===== config.mk =====
export PLATFORM = sky130hd
export DESIGN_NAME = instruction_fetch_register
export DESIGN_NICKNAME = d
export VERILOG_FILES = /design/src/rtl/cpu_pkg.sv /design/src/rtl/fetch_wait_timer.sv /design/src/rtl/instruction_fetch_register.sv
export SDC_FILE = /design/constraint.sdc
export NUM_CORES = 1
export LEC_CHECK = 0
export CAP_MARGIN = 20
export CORE_ASPECT_RATIO = 0.8
export CORE_MARGIN = 8
export CORE_UTILIZATION = 30
export CTS_CLUSTER_SIZE = 14
export DETAILED_ROUTE_END_ITERATION = 8
export GPL_TIMING_DRIVEN = 0
export PLACE_DENSITY = 0.67
export SLEW_MARGIN = 20
export SYNTH_ARGS = -nofsm -noshare
export SYNTH_HDL_FRONTEND = slang
export SYNTH_HIERARCHICAL = 1
export SYNTH_SLANG_ARGS = --single-unit

===== constraint.sdc =====
create_clock -name clk -period 2.2 [get_ports clk]
set_input_delay 0.33 -clock clk [delete_from_list [all_inputs] [get_ports clk]]
set_output_delay 0.33 -clock clk [all_outputs]
set_load 0.005 [all_outputs]

===== src/rtl/cpu_pkg.sv =====
// Shared CPU definitions: opcode values and the instruction fetch state encoding.
package cpu_pkg;

    localparam logic [2:0] OP_HLT = 3'd0;
    localparam logic [2:0] OP_SKZ = 3'd1;
    localparam logic [2:0] OP_ADD = 3'd2;
    localparam logic [2:0] OP_AND = 3'd3;
    localparam logic [2:0] OP_XOR = 3'd4;
    localparam logic [2:0] OP_LDA = 3'd5;
    localparam logic [2:0] OP_STO = 3'd6;
    localparam logic [2:0] OP_JMP = 3'd7;

    typedef enum logic [1:0] {
        ST_IDLE  = 2'd0,
        ST_RD_HI = 2'd1,
        ST_RD_LO = 2'd2,
        ST_HOLD  = 2'd3
    } fetch_state_t;

    // True while the fetch FSM is strobing program memory for a byte.
    function automatic logic is_read_state(input fetch_state_t s);
        return (s == ST_RD_HI) || (s == ST_RD_LO);
    endfunction

endpackage


===== src/rtl/fetch_wait_timer.sv =====
// Per-byte memory wait counter; flags expiry once WAIT_MAX wait cycles have elapsed.
module fetch_wait_timer #(
    parameter int WAIT_MAX = 15
) (
    input  logic clk,
    input  logic rst,
    input  logic clear,
    input  logic enable,
    output logic expired
);

    localparam int CNT_W = $clog2(WAIT_MAX + 1);

    logic [CNT_W-1:0] count_r;

    // Counter saturates at WAIT_MAX so an unconsumed expiry cannot wrap back to zero.
    always_ff @(posedge clk) begin
        if (rst) begin
            count_r <= '0;
        end else if (clear) begin
            count_r <= '0;
        end else if (enable && !expired) begin
            count_r <= count_r + CNT_W'(1);
        end else begin
            count_r <= count_r;
        end
    end

    assign expired = (count_r == CNT_W'(WAIT_MAX));

endmodule


===== src/rtl/instruction_fetch_register.sv =====
// Two-byte instruction fetch from 8-bit program memory, with PC increment pulses,
// a held instruction register and opcode decode for the controller and PC.
module instruction_fetch_register #(
    parameter int DATA_W   = 8,
    parameter int ADDR_W   = 13,
    parameter int WAIT_MAX = 15
) (
    input  logic                       clk,
    input  logic                       rst,
    input  logic                       fetch_req,
    output logic                       mem_rd,
    input  logic                       mem_rdy,
    input  logic [DATA_W-1:0]          mem_data,
    output logic                       inc_pc,
    output logic                       ir_valid,
    input  logic                       ir_ack,
    output logic [2*DATA_W-ADDR_W-1:0] opcode,
    output logic [ADDR_W-1:0]          ir_addr,
    output logic                       is_jmp,
    output logic                       is_hlt,
    output logic                       fetch_err
);

    import cpu_pkg::*;

    localparam int IR_W = 2 * DATA_W;
    localparam int OP_W = IR_W - ADDR_W;

    fetch_state_t      state_r;
    logic [IR_W-1:0]   ir_r;
    logic              rd_state_s;
    logic              capture_s;
    logic              timeout_s;
    logic              holding_s;
    logic              timer_clear_s;
    logic              timer_en_s;
    logic              expired_s;
    logic [OP_W-1:0]   opcode_s;

    // Datapath qualifiers shared by the FSM, the wait timer and the Mealy outputs.
    always_comb begin
        rd_state_s    = is_read_state(state_r);
        capture_s     = rd_state_s && mem_rdy;
        timeout_s     = rd_state_s && !mem_rdy && expired_s;
        holding_s     = (state_r == ST_HOLD);
        timer_clear_s = !rd_state_s || mem_rdy;
        timer_en_s    = rd_state_s && !mem_rdy;
    end

    fetch_wait_timer #(
        .WAIT_MAX (WAIT_MAX)
    ) u_wait_timer (
        .clk     (clk),
        .rst     (rst),
        .clear   (timer_clear_s),
        .enable  (timer_en_s),
        .expired (expired_s)
    );

    // Fetch FSM and instruction register; data wins over timeout in the expiry cycle.
    always_ff @(posedge clk) begin
        if (rst) begin
            state_r <= ST_IDLE;
            ir_r    <= '0;
        end else begin
            case (state_r)
                ST_IDLE: begin
                    if (fetch_req) begin
                        state_r <= ST_RD_HI;
                    end else begin
                        state_r <= ST_IDLE;
                    end
                end
                ST_RD_HI: begin
                    if (mem_rdy) begin
                        ir_r[IR_W-1:DATA_W] <= mem_data;
                        state_r             <= ST_RD_LO;
                    end else if (expired_s) begin
                        state_r <= ST_IDLE;
                    end else begin
                        state_r <= ST_RD_HI;
                    end
                end
                ST_RD_LO: begin
                    if (mem_rdy) begin
                        ir_r[DATA_W-1:0] <= mem_data;
                        state_r          <= ST_HOLD;
                    end else if (expired_s) begin
                        state_r <= ST_IDLE;
                    end else begin
                        state_r <= ST_RD_LO;
                    end
                end
                ST_HOLD: begin
                    if (ir_ack) begin
                        state_r <= fetch_req ? ST_RD_HI : ST_IDLE;
                    end else begin
                        state_r <= ST_HOLD;
                    end
                end
                default: begin
                    state_r <= ST_IDLE;
                end
            endcase
        end
    end

    // Output decode; everything is forced low while reset is asserted.
    always_comb begin
        opcode_s  = rst ? '0 : ir_r[IR_W-1:ADDR_W];
        opcode    = opcode_s;
        ir_addr   = rst ? '0 : ir_r[ADDR_W-1:0];
        mem_rd    = !rst && rd_state_s;
        inc_pc    = !rst && capture_s;
        fetch_err = !rst && timeout_s;
        ir_valid  = !rst && holding_s;
        is_jmp    = !rst && holding_s && (opcode_s == OP_W'(OP_JMP));
        is_hlt    = !rst && holding_s && (opcode_s == OP_W'(OP_HLT));
    end

endmodule


==> metrics.cfg <==
[detailed_routing]
wl_per_cell_um=13.7
drt_wl_total_mm=3.03
vias=1035
drc=0
drtIter0Drc=83
vias_per_cell=4.68
dr.pass1.iters=4
ant_nets=0

[job]
drv_cap=0

[yosys]
synth-compound-area-share=0.154
yosysWarnings=6
muxShareOfSynthArea=0
synth-seq-area-share=0.402
synth_cell_types=29
synth_adder_area_share=0.0571
synth_seq_cells=22
syn_inst=138
synth_top_family_by_area=simple AND/OR/NAND/NOR gates
synth_xor_area_frac=0
syn-num-nets=156
synth_area_mm2=0.00109
synth-simple-area-share=0.338
syn_area_per_cell_um2=7.93

[cts]
clkSinkCount=22
cts_tree=built
clk_pin_slew_ns=0.07
holdBufCountCts=0
numCtsBuffers=3
clock_latency_ns=0.27
cts_root_buffer=clkbuf_8
clock_path_buffers=2
cts.htree.levels=1

[timing]
worst_pin_slew_ns=0.434
setup-tns-final_ns=0
final-setup-viol-count=0
finalCritPeriodShare=0.969
fmax_ghz=0.469
finalMaxSlewViolations=0
fin_skew_ns=0.00959
fin_crit_ns=2.13
hold_viol=0
max_slew_margin=0.711

[global_route]
grt_overflow=0
grt_max_degree=14
grt_use_total=0.0982
first_global_vias=1014
grt_pass1_wl_mm=4.73
antenna_found_initial=0

[hold_path]
hold_class=input port to flop

[place]
dp_cells=214
dpl.hpwl_mm=2.28
placement.cell_area_mm2=0.00149
gp_congestion=0.768
numPortBuffers=34

[outcome]
status=complete, no violations

[setup_path]
cp_common_cell=clkdlybuf4s50_1
crit_chain=clkdlybuf4s50_1 -> clkbuf_4 -> and2_1 -> clkdlybuf4s50_1
required_ns=1.87
path_max_fanout=10
crit_type=input port to output pin
slowest_stage=clkdlybuf4s50_1
critPathLaunchType=input port
crit_path_max_incr_delay_ns=0.60
cp_top_family=buffers and inverters
end_kind=output pin
path_buf_inv=3
critPathArrivalTime_ns=1.80

[power_and_ir_drop]
total_power_uw=893
p_leak_nw=0.644
max-vdd-ir-drop_v=0.000363
pwr_density_cell_mw_per_mm2=539

[final_layout]
fin_cells=221
fill_cells=341
area_growth_pct=51.4
antenna_cells=0
nets=198
final_area_mm2=0.00166
drive_gt1_frac=0.162

[floorplan]
core_area_mm2=0.00347
io_pins=35
die-area_mm2=0.00585
start_util=0.315
fp.dieH_um=70.0
fp-row-count=19
die_w_um=83.5

[kinds of logic (layout without fill, tap and decap cells)]
family	Yosys count	after routing
flops	22	22
simple gates	71	71
fa+ha+maj	5	5
compound gates	27	27
buf+inv	13	54
[worst register-to-register path, delay by kind of cell, from the launching register on]
family / cells / cell delay [ns]
AO/OA/AOI/OAI: 2 / 0.28
adder cells (fa/ha/maj): 1 / 0.29
buffers and inverters: 2 / 0.23
flip-flops: 1 / 0.36
AND/OR/NAND/NOR: 2 / 0.29
[cell type report]
type / instances / area, um2 / area share
multi-input cells: 103 / 646 / 0.389
flip-flops and latches: 22 / 445 / 0.269
clock buffers: 3 / 41.3 / 0.0249
plain buffers: 7 / 45.0 / 0.0272
repair buffers: 37 / 373 / 0.225
well taps: 42 / 52.6 / 0.0317
inverters: 6 / 25.0 / 0.0151
clock inverters: 1 / 30.0 / 0.0181
[sequential cells by signal, indices dropped and copies added (netlist names)]
name / cells
u_wait_timer/count_r: 4
state_r: 2
ir_r: 16
[worst paths after layout]
kind / start / to / slack (ns) / cells past startpoint
worst max-delay path: mem_rdy / inc_pc / 0.07 / 4
worst min-delay path: rst / u_wait_timer/count_r[3] / 0.37 / 2
worst min register to register: ir_r[1] / ir_r[1] / 0.45 / 2
worst max register to register: state_r[0] / u_wait_timer/count_r[3] / 0.64 / 7
[cells in the final DEF (no fill, tap or decap), types with 2 or more instances in the layout]
cell type	count
buf_2	3
clkdlybuf4s50_1	30
ha_1	4
inv_1	5
nand4b_1	2
nor2b_1	14
a21oi_1	18
nand3_1	9
and2_1	3
dfxtp_1	18
clkbuf_8	3
nor2_1	3
nor2b_2	4
buf_4	3
dlymetal6s2s_1	4
dfxtp_2	4
nand2_1	28
a31oi_1	2
clkbuf_4	2
[synthesized netlist by cell type (all sizes together)]
cell | instances | area [um2]
and4 | 1 | 8.76
o22ai | 1 | 6.26
nand4b | 2 | 17.5
inv | 6 | 22.5
o21a | 1 | 7.51
buf | 4 | 18.8
ha | 5 | 62.6
nand4 | 1 | 6.26
o211ai | 2 | 20.0
or3b | 1 | 8.76
nand2b | 1 | 6.26
nand2 | 28 | 105
a21oi | 18 | 90.1
nand3 | 10 | 55.1
clkbuf | 3 | 11.3
o21ai | 1 | 8.76
dfxtp | 22 | 440
nor3b | 1 | 7.51
nor2b | 18 | 113
o41ai | 1 | 16.3
and2 | 3 | 18.8
nor2 | 4 | 15.0
nor4b | 1 | 8.76
a21boi | 1 | 7.51
a31oi | 2 | 12.5
[power breakdown]
group / leakage [nW] / switching [mW] / internal, mW / total (mW)
clock network: 0.0357 / 0.135 / 0.243 / 0.379
registers: 0.180 / 0.00557 / 0.407 / 0.412
logic: 0.429 / 0.0514 / 0.0510 / 0.102
total: 0.644 / 0.192 / 0.701 / 0.893
[what timing repair did]
item | in CTS | in global routing
resized for setup | 9 | 20
endpoints found under the setup margin | 16 | 16
buffers inserted | 0 | 3
[metal layers]
layer  part of all wire  global-route usage
met5                  0                   0
met4             0.0036              0.0172
met3              0.074              0.0521
met2               0.46               0.162
met1               0.46               0.111
[metrics by stage]
stage          hold slack, ns   util  setup WS (ns)
2_1_floorplan           0.428      -          0.801
3_3_place_gp            0.438  0.429         -0.192
3_5_place_dp            0.446  0.429         -0.162
4_1_cts                 0.458  0.455         -0.109
5_1_grt                 0.376  0.478       -0.00129
6_report                0.370  0.478         0.0681
Power figures use the tool's default switching activity.
